--- src/rtl/dft_axil_pkg.sv ---
// -----------------------------------------------------------------------------
// dft_axil_pkg
// Shared definitions for the DFT AXI4-Lite register front end:
//   - word indices of the fixed registers at the bottom of the map
//   - AXI response codes
//   - write / read FSM state encodings
//   - strb_merge(): byte-lane merge used by strobed register writes
// -----------------------------------------------------------------------------
package dft_axil_pkg;

  localparam int ID_IDX       = 0;
  localparam int IRQ_STAT_IDX = 1;
  localparam int IRQ_EN_IDX   = 2;
  localparam int CTRL_BASE    = 3;

  localparam logic [1:0] RESP_OKAY   = 2'b00;
  localparam logic [1:0] RESP_SLVERR = 2'b10;

  typedef enum logic [1:0] {
    WR_IDLE    = 2'd0,
    WR_HAVE_AW = 2'd1,
    WR_HAVE_W  = 2'd2,
    WR_RESP    = 2'd3
  } wr_state_e;

  typedef enum logic {
    RD_IDLE = 1'b0,
    RD_RESP = 1'b1
  } rd_state_e;

  // Take byte b from new_val where strb[b] is set, otherwise keep old_val.
  function automatic logic [31:0] strb_merge(input logic [31:0] old_val,
                                             input logic [31:0] new_val,
                                             input logic [3:0]  strb);
    logic [31:0] res;
    res = old_val;
    for (int b = 0; b < 4; b++) begin
      if (strb[b]) begin
        res[8*b +: 8] = new_val[8*b +: 8];
      end else begin
        res[8*b +: 8] = old_val[8*b +: 8];
      end
    end
    return res;
  endfunction

endpackage

--- src/rtl/dft_axil_irq.sv ---
// -----------------------------------------------------------------------------
// dft_axil_irq
// Interrupt status (write-1-to-clear) and enable registers plus the registered
// level interrupt output.
// Ports:
//   clk_i, rst_i      clock, asynchronous active-high reset
//   irq_src_i         one-cycle event pulses, one per source
//   stat_wr_i         committed write to IRQ_STATUS this cycle (W1C)
//   en_wr_i           committed write to IRQ_ENABLE this cycle
//   wdata_i, wstrb_i  write data and effective byte strobes
//   status_o          IRQ_STATUS, zero-extended to 32 bits
//   enable_o          IRQ_ENABLE, zero-extended to 32 bits
//   interrupt_o       registered |(status & enable)
// -----------------------------------------------------------------------------
module dft_axil_irq
  import dft_axil_pkg::*;
#(
  parameter int IRQ_WIDTH = 1
) (
  input  logic                 clk_i,
  input  logic                 rst_i,
  input  logic [IRQ_WIDTH-1:0] irq_src_i,
  input  logic                 stat_wr_i,
  input  logic                 en_wr_i,
  input  logic [31:0]          wdata_i,
  input  logic [3:0]           wstrb_i,
  output logic [31:0]          status_o,
  output logic [31:0]          enable_o,
  output logic                 interrupt_o
);

  logic [IRQ_WIDTH-1:0] status_q, status_d;
  logic [IRQ_WIDTH-1:0] enable_q, enable_d;
  logic                 interrupt_q;
  logic [31:0]          clr_mask_s;
  logic [31:0]          en_merged_s;
  logic                 unused_s;

  // Next-state for status/enable: a new event is OR-ed in after the clear,
  // so a set in the same cycle as a W1C of that bit wins.
  always_comb begin
    clr_mask_s  = 32'h0000_0000;
    en_merged_s = strb_merge(32'(enable_q), wdata_i, wstrb_i);
    if (stat_wr_i) begin
      clr_mask_s = wdata_i & strb_merge(32'h0000_0000, 32'hFFFF_FFFF, wstrb_i);
    end else begin
      clr_mask_s = 32'h0000_0000;
    end
    status_d = (status_q & ~clr_mask_s[IRQ_WIDTH-1:0]) | irq_src_i;
    if (en_wr_i) begin
      enable_d = en_merged_s[IRQ_WIDTH-1:0];
    end else begin
      enable_d = enable_q;
    end
  end

  // Status, enable and interrupt registers.
  always_ff @(posedge clk_i or posedge rst_i) begin
    if (rst_i) begin
      status_q    <= '0;
      enable_q    <= '0;
      interrupt_q <= 1'b0;
    end else begin
      status_q    <= status_d;
      enable_q    <= enable_d;
      interrupt_q <= |(status_q & enable_q);
    end
  end

  assign status_o    = 32'(status_q);
  assign enable_o    = 32'(enable_q);
  assign interrupt_o = interrupt_q;

  // Bits above IRQ_WIDTH of the 32-bit helpers are intentionally dropped.
  assign unused_s = ^{clr_mask_s, en_merged_s};

endmodule

--- src/rtl/dft_axil_regs.sv ---
// -----------------------------------------------------------------------------
// dft_axil_regs
// Parametrised AXI4-Lite slave register file for the DFT core.
// Word map: 0 ID (RO), 1 IRQ_STATUS (W1C), 2 IRQ_ENABLE (RW),
//           3.. NUM_CTRL control regs (RW), then NUM_STAT status regs (RO).
//           Anything beyond is unmapped and answered with SLVERR.
// Ports:
//   AXI_S_ACLK / AXI_S_ARESET   clock, asynchronous active-high reset
//   AXI_S_AW* / W* / B*         write address, data, response channels
//   AXI_S_AR* / R*              read address and data channels
//   CTRL_OUT                    control registers, reg k at [32k+31:32k]
//   STAT_IN                     status inputs, sampled at the AR handshake
//   IRQ_SRC                     interrupt event pulses
//   INTERRUPT                   registered level interrupt
// Build option: define DFT_AXIL_WSTRB_EN to honour WSTRB on IRQ_STATUS,
// IRQ_ENABLE and CTRL writes; without it every write is full-word.
// -----------------------------------------------------------------------------
module dft_axil_regs
  import dft_axil_pkg::*;
#(
  parameter int          ADDR_WIDTH = 24,
  parameter int          NUM_CTRL   = 4,
  parameter int          NUM_STAT   = 4,
  parameter int          IRQ_WIDTH  = 1,
  parameter logic [31:0] BLOCK_ID   = 32'hDF70_0002
) (
  input  logic                     AXI_S_ACLK,
  input  logic                     AXI_S_ARESET,
  input  logic                     AXI_S_AWVALID,
  output logic                     AXI_S_AWREADY,
  input  logic [ADDR_WIDTH-1:0]    AXI_S_AWADDR,
  input  logic [2:0]               AXI_S_AWPROT,
  input  logic                     AXI_S_WVALID,
  output logic                     AXI_S_WREADY,
  input  logic [31:0]              AXI_S_WDATA,
  input  logic [3:0]               AXI_S_WSTRB,
  output logic                     AXI_S_BVALID,
  input  logic                     AXI_S_BREADY,
  output logic [1:0]               AXI_S_BRESP,
  input  logic                     AXI_S_ARVALID,
  output logic                     AXI_S_ARREADY,
  input  logic [ADDR_WIDTH-1:0]    AXI_S_ARADDR,
  input  logic [2:0]               AXI_S_ARPROT,
  output logic                     AXI_S_RVALID,
  input  logic                     AXI_S_RREADY,
  output logic [31:0]              AXI_S_RDATA,
  output logic [1:0]               AXI_S_RRESP,
  output logic [NUM_CTRL*32-1:0]   CTRL_OUT,
  input  logic [NUM_STAT*32-1:0]   STAT_IN,
  input  logic [IRQ_WIDTH-1:0]     IRQ_SRC,
  output logic                     INTERRUPT
);

  localparam int IDXW      = ADDR_WIDTH - 2;
  localparam int STAT_BASE = CTRL_BASE + NUM_CTRL;
  localparam int MAP_END   = STAT_BASE + NUM_STAT;

  // ---------------- write path ----------------
  wr_state_e             wr_state_q, wr_state_d;
  logic                  awready_q, awready_d;
  logic                  wready_q, wready_d;
  logic                  bvalid_q, bvalid_d;
  logic [1:0]            bresp_q, bresp_d;
  logic [ADDR_WIDTH-1:0] awaddr_q, awaddr_d;
  logic [31:0]           wdata_q, wdata_d;
  logic [3:0]            wstrb_q, wstrb_d;
  logic                  aw_hs_s, w_hs_s, b_hs_s, commit_s;
  logic [ADDR_WIDTH-1:0] wr_addr_s;
  logic [IDXW-1:0]       wr_idx_s;
  logic [31:0]           wr_data_s;
  logic [3:0]            wr_strb_s;
  logic                  wr_mapped_s;
  logic                  stat_wr_s, en_wr_s;
  logic [31:0]           ctrl_q [NUM_CTRL];

  // ---------------- read path ----------------
  rd_state_e             rd_state_q, rd_state_d;
  logic                  arready_q, arready_d;
  logic                  rvalid_q, rvalid_d;
  logic [31:0]           rdata_q, rdata_d;
  logic [1:0]            rresp_q, rresp_d;
  logic                  ar_hs_s, r_hs_s;
  logic [IDXW-1:0]       rd_idx_s;
  logic [31:0]           rd_word_s;
  logic                  rd_mapped_s;

  logic [31:0]           irq_status_s, irq_enable_s;
  logic                  interrupt_s;
  logic                  unused_s;

  assign aw_hs_s = AXI_S_AWVALID & awready_q;
  assign w_hs_s  = AXI_S_WVALID  & wready_q;
  assign b_hs_s  = bvalid_q      & AXI_S_BREADY;
  assign ar_hs_s = AXI_S_ARVALID & arready_q;
  assign r_hs_s  = rvalid_q      & AXI_S_RREADY;

  // Commit operands: take the live channel when it handshakes this cycle,
  // otherwise the copy captured by an earlier handshake.
  always_comb begin
    if (aw_hs_s) begin
      wr_addr_s = AXI_S_AWADDR;
    end else begin
      wr_addr_s = awaddr_q;
    end
    if (w_hs_s) begin
      wr_data_s = AXI_S_WDATA;
    end else begin
      wr_data_s = wdata_q;
    end
`ifdef DFT_AXIL_WSTRB_EN
    if (w_hs_s) begin
      wr_strb_s = AXI_S_WSTRB;
    end else begin
      wr_strb_s = wstrb_q;
    end
`else
    wr_strb_s = 4'hF;
`endif
    wr_idx_s    = wr_addr_s[ADDR_WIDTH-1:2];
    wr_mapped_s = (wr_idx_s < IDXW'(MAP_END));
    stat_wr_s   = commit_s & (wr_idx_s == IDXW'(IRQ_STAT_IDX));
    en_wr_s     = commit_s & (wr_idx_s == IDXW'(IRQ_EN_IDX));
  end

  // Write FSM next state. The commit happens on the edge at which the second
  // of AW/W is accepted; READYs are registered and only re-open one cycle
  // after the FSM is back in IDLE, giving one write per three cycles.
  always_comb begin
    wr_state_d = wr_state_q;
    awaddr_d   = awaddr_q;
    wdata_d    = wdata_q;
    wstrb_d    = wstrb_q;
    bvalid_d   = bvalid_q;
    bresp_d    = bresp_q;
    commit_s   = 1'b0;
    case (wr_state_q)
      WR_IDLE: begin
        if (aw_hs_s && w_hs_s) begin
          commit_s   = 1'b1;
          wr_state_d = WR_RESP;
        end else if (aw_hs_s) begin
          wr_state_d = WR_HAVE_AW;
        end else if (w_hs_s) begin
          wr_state_d = WR_HAVE_W;
        end else begin
          wr_state_d = WR_IDLE;
        end
      end
      WR_HAVE_AW: begin
        if (w_hs_s) begin
          commit_s   = 1'b1;
          wr_state_d = WR_RESP;
        end else begin
          wr_state_d = WR_HAVE_AW;
        end
      end
      WR_HAVE_W: begin
        if (aw_hs_s) begin
          commit_s   = 1'b1;
          wr_state_d = WR_RESP;
        end else begin
          wr_state_d = WR_HAVE_W;
        end
      end
      WR_RESP: begin
        if (b_hs_s) begin
          wr_state_d = WR_IDLE;
        end else begin
          wr_state_d = WR_RESP;
        end
      end
      default: begin
        wr_state_d = WR_IDLE;
      end
    endcase

    if (aw_hs_s) begin
      awaddr_d = AXI_S_AWADDR;
    end else begin
      awaddr_d = awaddr_q;
    end
    if (w_hs_s) begin
      wdata_d = AXI_S_WDATA;
      wstrb_d = AXI_S_WSTRB;
    end else begin
      wdata_d = wdata_q;
      wstrb_d = wstrb_q;
    end

    if (commit_s) begin
      bvalid_d = 1'b1;
      bresp_d  = wr_mapped_s ? RESP_OKAY : RESP_SLVERR;
    end else if (b_hs_s) begin
      bvalid_d = 1'b0;
      bresp_d  = RESP_OKAY;
    end else begin
      bvalid_d = bvalid_q;
      bresp_d  = bresp_q;
    end

    awready_d = (wr_state_q != WR_RESP) &&
                ((wr_state_d == WR_IDLE) || (wr_state_d == WR_HAVE_W));
    wready_d  = (wr_state_q != WR_RESP) &&
                ((wr_state_d == WR_IDLE) || (wr_state_d == WR_HAVE_AW));
  end

  // Write FSM and write-channel registers.
  always_ff @(posedge AXI_S_ACLK or posedge AXI_S_ARESET) begin
    if (AXI_S_ARESET) begin
      wr_state_q <= WR_IDLE;
      awready_q  <= 1'b0;
      wready_q   <= 1'b0;
      bvalid_q   <= 1'b0;
      bresp_q    <= RESP_OKAY;
      awaddr_q   <= '0;
      wdata_q    <= 32'h0000_0000;
      wstrb_q    <= 4'h0;
    end else begin
      wr_state_q <= wr_state_d;
      awready_q  <= awready_d;
      wready_q   <= wready_d;
      bvalid_q   <= bvalid_d;
      bresp_q    <= bresp_d;
      awaddr_q   <= awaddr_d;
      wdata_q    <= wdata_d;
      wstrb_q    <= wstrb_d;
    end
  end

  // Control registers, updated on the commit edge.
  always_ff @(posedge AXI_S_ACLK or posedge AXI_S_ARESET) begin
    if (AXI_S_ARESET) begin
      for (int k = 0; k < NUM_CTRL; k++) begin
        ctrl_q[k] <= 32'h0000_0000;
      end
    end else begin
      for (int k = 0; k < NUM_CTRL; k++) begin
        if (commit_s && (wr_idx_s == IDXW'(CTRL_BASE + k))) begin
          ctrl_q[k] <= strb_merge(ctrl_q[k], wr_data_s, wr_strb_s);
        end
      end
    end
  end

  for (genvar g = 0; g < NUM_CTRL; g++) begin : g_ctrl_out
    assign CTRL_OUT[32*g +: 32] = ctrl_q[g];
  end

  dft_axil_irq #(
    .IRQ_WIDTH (IRQ_WIDTH)
  ) u_irq (
    .clk_i       (AXI_S_ACLK),
    .rst_i       (AXI_S_ARESET),
    .irq_src_i   (IRQ_SRC),
    .stat_wr_i   (stat_wr_s),
    .en_wr_i     (en_wr_s),
    .wdata_i     (wr_data_s),
    .wstrb_i     (wr_strb_s),
    .status_o    (irq_status_s),
    .enable_o    (irq_enable_s),
    .interrupt_o (interrupt_s)
  );

  assign INTERRUPT = interrupt_s;

  // Read mux: word indices are disjoint, so every source is OR-ed in under
  // its own match; unmapped words fall through as zero.
  always_comb begin
    rd_idx_s    = AXI_S_ARADDR[ADDR_WIDTH-1:2];
    rd_mapped_s = (rd_idx_s < IDXW'(MAP_END));
    rd_word_s   = 32'h0000_0000;
    rd_word_s   = rd_word_s | ((rd_idx_s == IDXW'(ID_IDX))       ? BLOCK_ID     : 32'h0000_0000);
    rd_word_s   = rd_word_s | ((rd_idx_s == IDXW'(IRQ_STAT_IDX)) ? irq_status_s : 32'h0000_0000);
    rd_word_s   = rd_word_s | ((rd_idx_s == IDXW'(IRQ_EN_IDX))   ? irq_enable_s : 32'h0000_0000);
    for (int k = 0; k < NUM_CTRL; k++) begin
      rd_word_s = rd_word_s | ((rd_idx_s == IDXW'(CTRL_BASE + k)) ? ctrl_q[k] : 32'h0000_0000);
    end
    for (int k = 0; k < NUM_STAT; k++) begin
      rd_word_s = rd_word_s | ((rd_idx_s == IDXW'(STAT_BASE + k)) ? STAT_IN[32*k +: 32] : 32'h0000_0000);
    end
  end

  // Read FSM next state; data is registered at the AR handshake edge.
  always_comb begin
    rd_state_d = rd_state_q;
    rvalid_d   = rvalid_q;
    rdata_d    = rdata_q;
    rresp_d    = rresp_q;
    case (rd_state_q)
      RD_IDLE: begin
        if (ar_hs_s) begin
          rd_state_d = RD_RESP;
          rvalid_d   = 1'b1;
          rdata_d    = rd_word_s;
          rresp_d    = rd_mapped_s ? RESP_OKAY : RESP_SLVERR;
        end else begin
          rd_state_d = RD_IDLE;
        end
      end
      RD_RESP: begin
        if (r_hs_s) begin
          rd_state_d = RD_IDLE;
          rvalid_d   = 1'b0;
          rdata_d    = 32'h0000_0000;
          rresp_d    = RESP_OKAY;
        end else begin
          rd_state_d = RD_RESP;
        end
      end
      default: begin
        rd_state_d = RD_IDLE;
      end
    endcase
    arready_d = (rd_state_q != RD_RESP) && (rd_state_d == RD_IDLE);
  end

  // Read FSM and read-channel registers.
  always_ff @(posedge AXI_S_ACLK or posedge AXI_S_ARESET) begin
    if (AXI_S_ARESET) begin
      rd_state_q <= RD_IDLE;
      arready_q  <= 1'b0;
      rvalid_q   <= 1'b0;
      rdata_q    <= 32'h0000_0000;
      rresp_q    <= RESP_OKAY;
    end else begin
      rd_state_q <= rd_state_d;
      arready_q  <= arready_d;
      rvalid_q   <= rvalid_d;
      rdata_q    <= rdata_d;
      rresp_q    <= rresp_d;
    end
  end

  assign AXI_S_AWREADY = awready_q;
  assign AXI_S_WREADY  = wready_q;
  assign AXI_S_BVALID  = bvalid_q;
  assign AXI_S_BRESP   = bresp_q;
  assign AXI_S_ARREADY = arready_q;
  assign AXI_S_RVALID  = rvalid_q;
  assign AXI_S_RDATA   = rdata_q;
  assign AXI_S_RRESP   = rresp_q;

  // Protection bits and byte offsets carry no meaning for this register file.
  assign unused_s = ^{AXI_S_AWPROT, AXI_S_ARPROT, AXI_S_ARADDR[1:0],
                      wr_addr_s[1:0], AXI_S_WSTRB, wstrb_q};

endmodule

--- config.mk ---
export PLATFORM = sky130hd
export DESIGN_NAME = dft_axil_regs
export DESIGN_NICKNAME = d
export VERILOG_FILES = /design/src/rtl/dft_axil_pkg.sv /design/src/rtl/dft_axil_irq.sv /design/src/rtl/dft_axil_regs.sv
export SDC_FILE = /design/constraint.sdc
export NUM_CORES = 1
export LEC_CHECK = 0
export BUFFER_PORTS_ARGS = -buffer_cell sky130_fd_sc_hd__buf_2
export CAP_MARGIN = 20
export CORE_AREA = 2 2 154 156
export CTS_CLUSTER_DIAMETER = 40
export DETAILED_ROUTE_END_ITERATION = 10
export DIE_AREA = 0 0 156 158
export GPL_TIMING_DRIVEN = 0
export MAX_ROUTING_LAYER = met4
export PLACE_DENSITY = 0.78
export SETUP_SLACK_MARGIN = 0.05
export SYNTH_ARGS = -nofsm -noshare
export SYNTH_HDL_FRONTEND = slang
export SYNTH_SLANG_ARGS = --single-unit
--- constraint.sdc ---
create_clock -name AXI_S_ACLK -period 19.03 [get_ports AXI_S_ACLK]
set_input_delay 1.903 -clock AXI_S_ACLK [delete_from_list [all_inputs] [get_ports AXI_S_ACLK]]
set_output_delay 1.903 -clock AXI_S_ACLK [all_outputs]
set_load 0.01 [all_outputs]
==> results.md, run 1 <==
* Place WS at around 14 ns
* Sink Count at roughly 230
* Synthesized flop and latch total at 227
* Detailed Route Iter0 Violations at around 770
* Clk Latency, worst-skew pair at 0.52 ns
* Die Span Y at 158 um
* CTS buffer count at 37
* Vias at about 9800
* Nets at 1582
* Post-CTS Setup Inserts at 0
* Ports at a little under 400
* Post-synth top area cell: dfrtp_1
* DRT Pass-1 Iters at 5
* PortBufs at between 300 and 400
* WL per Instance at around 24 um
* Sequential share of the synthesized area at a little over half
* CTS Hold Bufs at 0
* Synth Area in XOR/XNOR at 0%
* Worst Tran Pin Value at around 1.2 ns
* Grt ovf at 0
* Hold Crit Class: flop to flop
* Final Max Tran Viols at 0
* Die width at ~160 um
* Area of the multi-input gates at between 0.004 and 0.005 mm^2
* Placer Congestion at 0.893
* Antenna Nets Post-Route at 0
* Crit Path Max Fanout at 10
* Root buf cell: clkbuf_16
* Peak Freq at 230 MHz
* Maximum vdd drop at 110 uV
* # H-tree levels at 2
* Flop pwr share at approximately 37%
* Tcrit/Tclk final at roughly 23%
* Max clock buf depth at 3
* Drt total wl at just over 40 mm
* CTS tree: done
* Setup violators final at 0
* Minimum clock period after layout at 4.35 ns
* Layout cell share with drive strength beyond 1 at about 47%
* Most frequent cell after synthesis: dfrtp_1
* CP Capture Type: flop
* Core footprint at ~0.023 mm^2
* Largest net degree at the start of global routing at 117
* Gate Count Post-Synth at ~940
* Post-detail-place hpwl at 29.8 mm
* Clock slew at reported path FFs at roughly 0.050 ns
* Final core occ at 63.0%
* Total track usage at between 30 and 40%
* Final setup margin at approximately 15 ns
* Initial cell density of the core at between 40 and 50%
* Ranking of synthesized cells by area: dfrtp_1, mux2_2, a22oi_1
* Layout overhead on the synthesized area at 33.2%
* Initial antenna violation count at 5
* Total power at around 1.6 mW
* FF+latch area at 0.00568 mm^2
* First-pass GRT wire length at about 58 mm
* Compound-Gate Fraction of Synth Area at 12.0%
* NetSw at approximately 460 uW
* Max_cap viols at 0
* Largest family of logic cells by synthesized area: multiplexers
* Synth Area in Adders at 0%
* CP arrival at 4.79 ns
* Comb power frac at 18.2%
* # DRC at 0
* Fin. Hold Viols at 0
* CP required at 19.48 ns
* Pwr/cell area at around 110 mW/mm^2
* Fin Setup TNS at 0 ns
* Mapped Area at 0.0109 mm^2
* Multiplexer share of the synthesized area at between 20% and 30%
* Net Sw Frac at between 20% and 30%
* Number of enable flip-flop cells after synthesis at 0
* Die footprint at 0.0246 mm^2
* WHS at about 0.46 ns
* Leakage power at between 7 and 8 nW
* Power Internal at between 1 and 1.5 mW
* Vias in the first global route at approximately 9700
* Fillers at about 1900
* Clk pwr share at 44.9%
* Async S/R FF share, synth at 100%
* Warnings from Yosys at 0
* Main flop type after synthesis: dfrtp_1
* Synth cell count leaders: dfrtp_1, mux2_2, nand2_1, a22oi_1, nor2_1
* Yosys cell types at 57
* Post-Synth Simple-Gate Area at a little under an eighth
* Mean Syn Cell Area at 11.6 um^2
* Unrepaired setup endpoints after global routing: no
* Top cell type's share of synthesized area at between 50% and 60%
* Row count at 56
* Status: finished clean
* Slew headroom at ~22%
* CP startpoint kind: primary input
* # resized after CTS at 0
* Vias/cell at about 6
* Clk_skew at between 0.01 and 0.015 ns
* Crit Path Category: primary input to flop
==> stage by stage <==
step | instances | instance area (um^2)
after floorplan | 937 | 10900
after global placement | 1606 | 13200
after detailed placement | 1607 | 13200
after CTS | 1673 | 14500
after global routing | 1678 | 14500
final | 1678 | 14500
==> path summary, 6_finish.rpt <==
| check | from | end | slack (ns) | cells after the start |
|---|---|---|---|---|
| max | AXI_S_ARADDR[3] | AXI_S_RDATA[25]$_DFFE_PP0P_ | 14.68 | 8 |
| min | AXI_S_ARREADY$_DFF_PP0_ | AXI_S_ARREADY$_DFF_PP0_ | 0.46 | 1 |
| max reg2reg | AXI_S_WREADY$_DFF_PP0_ | CTRL_OUT[121]$_DFFE_PP0P_ | 16.63 | 6 |
| min reg2reg | AXI_S_ARREADY$_DFF_PP0_ | AXI_S_ARREADY$_DFF_PP0_ | 0.46 | 1 |
| max in group asynchronous | AXI_S_ARESET | CTRL_OUT[11]$_DFFE_PP0P_ | 16.43 | 3 |
| min in group asynchronous | AXI_S_ARESET | CTRL_OUT[94]$_DFFE_PP0P_ | 1.53 | 2 |
==> worst max-delay path, cell delays in order <==
cell,delay [ns]
buf_2,0.09
clkbuf_1,0.33
inv_1,0.23
nor3_1,0.97
clkbuf_1,0.72
a221oi_1,0.21
nand3_1,0.19
a22o_1,0.14
==> cell usage in the layout, fill, tap and decap left out, drive strengths merged, types with 12 or more instances in the layout <==
| master | n |
|---|---|
| nand3 | 24 |
| nor3 | 15 |
| o22ai | 20 |
| a21oi | 12 |
| a22o | 13 |
| mux2 | 173 |
| nor2 | 46 |
| clkbuf | 89 |
| dfrtp | 227 |
| mux2i | 26 |
| a22oi | 55 |
| buf | 403 |
| o21ai | 35 |
| nand2 | 110 |
==> cells by family after synthesis <==
family / after synthesis
AND/OR/NAND/NOR: 256
flip-flops: 227
multiplexers: 199
AO/OA/AOI/OAI: 181
buffers and inverters: 72
other: 1
==> flip-flops by register name (all words and copies together), names as in the netlist <==
signal	count
AXI_S_RVALID	1
CTRL_OUT	128
AXI_S_BRESP	1
u_irq.enable_q	1
AXI_S_AWREADY	1
AXI_S_RRESP	1
rd_state_q	1
wdata_q	32
awaddr_q	22
wr_state_q	2
AXI_S_WREADY	1
u_irq.status_q	1
u_irq.interrupt_o	1
AXI_S_ARREADY	1
AXI_S_RDATA	32
AXI_S_BVALID	1
==> power groups by stage <==
stage	clock [mW]	combinational, mW	sequential (mW)
floorplan	0	0.182	0.585
global placement	0	0.275	0.585
detailed placement	0	0.283	0.588
CTS	0.714	0.285	0.580
global route	0.736	0.313	0.589
finish	0.708	0.288	0.581
==> per-layer routing <==
metal | vias up | GRT usage, % | wire length (um)
li1 | 4311 | - | -
met1 | 4877 | 41.0 | 16300
met2 | 540 | 52.8 | 19600
met3 | 114 | 6.71 | 3320
met4 | 0 | 12.9 | 1360
met5 | - | - | 0
==> final cells by class <==
cell class | count | share of cell area, %
flip-flops and latches | 227 | 39.1
multi-input cells | 638 | 33.4
repair buffers | 380 | 13.2
clock buffers | 45 | 7.08
well taps | 290 | 2.50
plain buffers | 67 | 2.49
clock inverters | 21 | 1.95
inverters | 5 | 0.181
diodes | 5 | 0.0861
No activity file was read; power rests on OpenSTA's default activity.
==> run 2: changes to the inputs <==
Settings changed: ABC_AREA set to 1, CORE_AREA 2 2 154 156 to not set, CORE_ASPECT_RATIO set to 1.75, CORE_UTILIZATION set to 52, DIE_AREA 0 0 156 158 to not set, PLACE_DENSITY 0.78 to 0.82.
Clock period 19.03 ns to 4.1 ns, I/O delays scaled along.
==> results.md, run 2 <==
* Peak Freq at approximately 400 MHz
* Total track usage at a little over two fifths
* Layout overhead on the synthesized area at 25.7%
* CP startpoint kind: primary input
* Async S/R FF share, synth at between 90% and 100%
* DRT Pass-1 Iters at 5
* Net Sw Frac at roughly 35%
* Reg2Reg Launch Point: AXI_S_WREADY$_DFF_PP0_
* Most frequent cell after synthesis: nand2_1
* Worst Reg2Reg Path Length in Cells at 10
* Antenna Nets Post-Route at 0
* Top cell type's share of synthesized area at 46.0%
* Sequential share of the synthesized area at a little under half
* CTS Hold Bufs at 0
* Crit-path cells: buf_2 > nor2_1 > nand2_1 > nor2_1 > clkbuf_1 > nand4_1 > nand2_1 > nor2_1 > nand3_1 > nand2_1 > nand2_1
* Gate Count Post-Synth at between 1500 and 2000
* Flop pwr share at 40.7%
* Placer Congestion at slightly above 1
* Slew headroom at around two fifths
* Ranking of synthesized cells by area: dfrtp_1, nand2_1, nand3_1
* CTS tree: done
* Status: finished clean
* Max reg flops at about 130
* Vias in the first global route at ~13000
* Clk_skew at 0.00834 ns
* Setup violators final at 0
* # H-tree levels at 1
* Worst path max stage delay at roughly 0.69 ns
* Hold Crit Class: primary input to asynchronous set/reset pin
* Vias at 13800
* Power Internal at around 4.2 mW
* Initial antenna violation count at 1
* Clock slew at reported path FFs at approximately 0.06 ns
* Leakage power at about 9.2 nW
* Mapped Area at ~0.012 mm^2
* Core footprint at 0.0233 mm^2
* Most frequent cells in the layout: nand2_1, buf_2, nand3_1, dfrtp_1, nand4_1
* Yosys cell types at 24
* Pwr/cell area at ~420 mW/mm^2
* CP arrival at about 3.0 ns
* PortBufs at between 300 and 400
* Tcrit/Tclk final at between 60% and 70%
* Worst Tran Pin Value at 0.904 ns
* Maximum vdd drop at 469 uV
* Mean Syn Cell Area at ~7.2 um^2
* Minimum clock period after layout at 2.52 ns
* Placed Area at about 0.015 mm^2
* Warnings from Yosys at 0
* Final core occ at roughly 66%
* NetSw at roughly 2.2 mW
* Unrepaired setup endpoints after global routing: no
* Initial cell density of the core at 52.9%
* Vias/cell at between 5 and 6
* CP Capture Type: flop
* WL per Instance at approximately 21 um
* Clk pwr share at 33.5%
* Grt ovf at 0
* Crit-path slowest cell: nor2_1
* Number of enable flip-flop cells after synthesis at 0
* CTS buffer count at 24
* Sink Count at 227
* Total power at between 6 and 7 mW
* # DRC at 0
* Placed Cells incl. Taps at approximately 2400
* Max clock buf depth at 3
* Commonest non-fill, non-tap cell in the layout: nand2_1
* Row count at between 70 and 80
* Die width at approximately 120 um
* Largest net degree at the start of global routing at between 40 and 50
* Worst reg2reg setup slack at 1.65 ns
* Ports at between 300 and 400
* # resized after CTS at 0
* Drt total wl at about 50 mm
* Final Non-Filler Cells at between 2000 and 2500
* Crit Path Category: primary input to flop
* Worst r2r dst: CTRL_OUT[70]$_DFFE_PP0P_
* Max_cap viols at 0
* First-pass GRT wire length at 75.6 mm
* Fin. Hold Viols at 0
* Crit Path Max Fanout at 10
* Die Span Y at ~210 um
* Root buf cell: clkbuf_16
* Die footprint at approximately 0.024 mm^2
* Main flop type after synthesis: dfrtp_1
* Post-detail-place hpwl at 39.7 mm
* Post-CTS Setup Inserts at 0
* Clk Latency, worst-skew pair at 0.51 ns
* Comb power frac at around 26%
* Final Max Tran Viols at 0
* Layout cell share with drive strength beyond 1 at between 20% and 30%
* Nets at 2361
* CP required at ~4.6 ns
* CP most frequent cell: nand2_1
* WHS at 0.0717 ns
* Synth cell count leaders: nand2_1, nand3_1, dfrtp_1, inv_1, nand4_1
* Post-synth top area cell: dfrtp_1
* Synthesized flop and latch total at ~230
* Post-route cell area at between 0.015 and 0.02 mm^2
* Detailed Route Iter0 Violations at roughly 1400
[run 2: cell count changes in the layout (fill, tap and decap cells not counted), moves of 23 or more]
cell / previous run / this run
nand4_1: 3 / 158
nand2_1: 109 / 596
nand3_1: 23 / 241
buf_2: 385 / 430
or2_2: 2 / 32
clkbuf_1: 45 / 68
inv_1: 4 / 157
mux2_2: 155 / 0
a22oi_1: 55 / 0
nor2_1: 46 / 121
mux2i_1: 26 / 0
[run 2: area by class of cell]
class                      instances  area (um^2)
antenna                            1         2.50
buffer                           124          582
clock buffer                      32          682
clock inverter                     9         97.6
fill                            2211         7820
inverter                         162          612
multi-input combinational       1212         5480
sequential                       227         5680
tap                              304          380
timing repair buffer             384         2000
[run 2: worst max path at each step]
stage / from / endpoint / slack (ns)
after global routing: AXI_S_ARADDR[9] / AXI_S_RDATA[20]$_DFFE_PP0P_ / 1.53
final: AXI_S_ARADDR[9] / AXI_S_RDATA[20]$_DFFE_PP0P_ / 1.58
after CTS: AXI_S_WREADY$_DFF_PP0_ / CTRL_OUT[70]$_DFFE_PP0P_ / 1.67
after global placement: AXI_S_ARESET / wdata_q[21]$_DFF_PP0_ / -0.58
after floorplan: AXI_S_ARESET / AXI_S_ARREADY$_DFF_PP0_ / 0.72
after detailed placement: AXI_S_ARADDR[9] / AXI_S_RDATA[20]$_DFFE_PP0P_ / 1.24
[run 2: cells by family (layout without fill, tap and decap cells)]
kind of cell,count (synthesis),in the layout,share of synthesized area [%]
AOI/OAI and AO/OA,46,46,1.87
and+or+nand+nor,1164,1164,42.4
DFF,227,227,46.0
buffers and inverters,286,711,9.64
other,1,3,0.0304
[run 2: power groups by stage]
stage	logic [mW]	registers, mW	clock network (mW)
detailed placement	1.63	2.67	0
global placement	1.57	2.66	0
floorplan	1.05	2.66	0
CTS	1.65	2.63	2.17
finish	1.68	2.64	2.17
global route	1.84	2.66	2.25
[run 2: per-layer routing]
metal	up-vias	GRT usage, %	part of all wire (%)
met2	844	72.5	50
met3	191	5.32	7.9
met1	6409	47.5	35
li1	6398	-	-
met4	0	26.8	6.9
met5	-	-	0
[run 2: critical path, delay by kind of cell]
kind          cells  cell delay, ns
buf+inv           2            0.78
simple gates      9            1.77
[run 2: stage by stage]
step / setup TNS [ns] / worst slack [ns]
floorplan: 0 / 0.724
global placement: -125.92 / -0.580
detailed placement: 0 / 1.24
CTS: 0 / 1.67
global route: 0 / 1.53
finish: 0 / 1.58
==> run 3: changes to the inputs <==
Settings changed: CORE_UTILIZATION 52 to 47, PLACE_DENSITY 0.82 to 0.79.
Clock period 4.1 ns to 2.2 ns, I/O delays scaled along.
==> results.md, run 3 (synthesized netlist as in run 2, its figures left out) <==
* Max clock buf depth at 3
* Final Max Tran Viols at 0
* Die Span Y at 216 um
* Unrepaired setup endpoints after global routing: yes
* Total track usage at roughly two fifths
* Clock slew at reported path FFs at 0.07 ns
* CTS tree: done
* Minimum clock period after layout at 2.26 ns
* Met2 Track Usage GR at between 60% and 70%
* Final setup margin at -0.0559 ns
* Initial antenna violation count at 5
* Grt ovf at 0
* Antenna Nets Post-Route at 0
* Worst setup endpoint: u_irq.enable_q$_DFFE_PP0P_
* Placer Congestion at 1.03
* Drt total wl at between 50 and 60 mm
* Crit path buf inv count at 5
* First-pass GRT wire length at between 80 and 90 mm
* Max reg flops at about 130
* Met1 usage at around 44%
* Die width at roughly 120 um
* # DRC at 0
* Crit-path slowest cell: dfrtp_1
* WL per Instance at 22.6 um
* CTS buffer count at 24
* Status: finished, violations left
* Fin. Hold Viols at 0
* Root buf cell: clkbuf_16
* CP arrival at 2.68 ns
* Slew headroom at about 44%
* Fillers at approximately 2200
* Commonest non-fill, non-tap cell in the layout: nand2_1
* Worst Setup SP: AXI_S_AWREADY$_DFF_PP0_
* Reg2Reg Launch Point: AXI_S_AWREADY$_DFF_PP0_
* FF+latch area at 0.00568 mm^2
* WHS at around 0.056 ns
* Worst path max stage delay at just over 0.4 ns
* Nets at 2416
* Layout overhead on the synthesized area at 36.4%
* Placed Area at around 0.015 mm^2
* Worst r2r dst: u_irq.enable_q$_DFFE_PP0P_
* # H-tree levels at 1
* Crit Path Max Fanout at 7
* Detailed Route Iter0 Violations at 1603
* Vias in the first global route at between 10000 and 15000
* Crit Path Category: flop to flop
* Area of the multi-input gates at ~0.006 mm^2
* Sink Count at approximately 230
* GR Util met3 at about 6.4%
* Peak Freq at about 440 MHz
* Row count at 78
* Tcrit/Tclk final at 103%
* Worst Reg2Reg Path Length in Cells at 14
* Layout cell share with drive strength beyond 1 at slightly below 30%
* Delay-heaviest family, CP: simple AND/OR/NAND/NOR gates
* Levels on crit path at 14
* Clk Latency, worst-skew pair at 0.54 ns
* Initial cell density of the core at 47.7%
* Most frequent cells in the layout: nand2_1, buf_2, nand3_1, dfrtp_1, nand4_1
* PortBufs at 379
* Die footprint at about 0.027 mm^2
* Hold Crit Class: primary input to flop
* Pwr/cell area at 773 mW/mm^2
* Gr busiest metal: met2
* Crit-path cells: nand2_4 > buf_8 > buf_8 > nand2_4 > nand4_1 > nor2_4 > nand2_4 > nor2_4 > buf_12 > buf_12 > buf_12 > nand3_2 > nand2_1 > nand2_1
* Vias/cell at 5.82
* DRT Pass-1 Iters at 7
* Worst Tran Pin Value at around 0.84 ns
* Maximum vdd drop at approximately 990 uV
* CP Capture Type: flop
* Leakage power at around 9.7 nW
* Vias at 14700
* CP startpoint kind: flop
* Setup violators final at 36
* Post-route cell area at about 0.017 mm^2
* Core footprint at roughly 0.026 mm^2
* Ports at ~400
* Hold path start: AXI_S_BREADY
* Post-detail-place hpwl at between 40 and 50 mm
* Worst reg2reg setup slack at -0.06 ns
* Placed Cells incl. Taps at roughly 2400
* Clk_skew at around 0.015 ns
* Final Non-Filler Cells at 2530
* Max_cap viols at 0
* CP required at 2.62 ns
* Largest net degree at the start of global routing at 39
* Failing checks: negative setup slack
run 3: area by class of cell:
cell class	instances	share of cell area, %
repair buffers	441	15.8
well taps	320	2.38
inverters	162	3.65
multi-input cells	1212	35.0
flip-flops and latches	227	33.7
clock buffers	31	4.03
plain buffers	122	4.67
diodes	5	0.0743
clock inverters	10	0.646
run 3: worst min-delay path by stage:
stage / to / slack, ns / depth (start not counted)
finish: AXI_S_BVALID$_DFFE_PP0P_ / 0.06 / 4
global route: wdata_q[5]$_DFF_PP0_ / 0.07 / 3
CTS: AXI_S_BVALID$_DFFE_PP0P_ / 0.004 / 4
detailed placement: AXI_S_RDATA[31]$_DFFE_PP0P_ / 0.38 / 2
global placement: u_irq.status_q$_DFF_PP0_ / 0.41 / 3
floorplan: u_irq.status_q$_DFF_PP0_ / 0.32 / 2
run 3: worst min-delay path: cells and delay by family:
kind,cells,cell delay [ns]
and+or+nand+nor,3,0.25
buffers and inverters,1,0.08
run 3: per-layer routing:
| metal | up-vias | part of all wire, % |
|---|---|---|
| li1 | 6509 | - |
| met4 | 0 | 8.5 |
| met5 | - | 0 |
| met2 | 1105 | 50 |
| met3 | 302 | 9.1 |
| met1 | 6803 | 33 |
run 3: repair_timing:
action / in CTS / in global routing
gates cloned: 0 / 6
hold buffers: 24 / 2
resized for setup: 39 / 166
endpoints found under the setup margin: 129 / 143
endpoints found under the hold margin: 51 / 2
pin swaps: 13 / 37
setup buffers: 14 / 10
run 3: stage by stage:
stage	total power [mW]	TNS (ns)	setup WS, ns	utilization (%)
after global placement	7.96	-535.72	-2.33	56.6
final	13.0	-0.679	-0.0559	65.1
after detailed placement	8.10	-19.13	-0.361	57.1
after CTS	12.3	0	0.0495	62.1
after floorplan	6.91	-223.82	-0.986	-
after global routing	13.4	-5.87	-0.106	65.1
run 3: power by group:
part	internal [mW]	switching, mW
sequential	4.73	0.217
clock	2.32	1.82
combinational	1.16	2.77
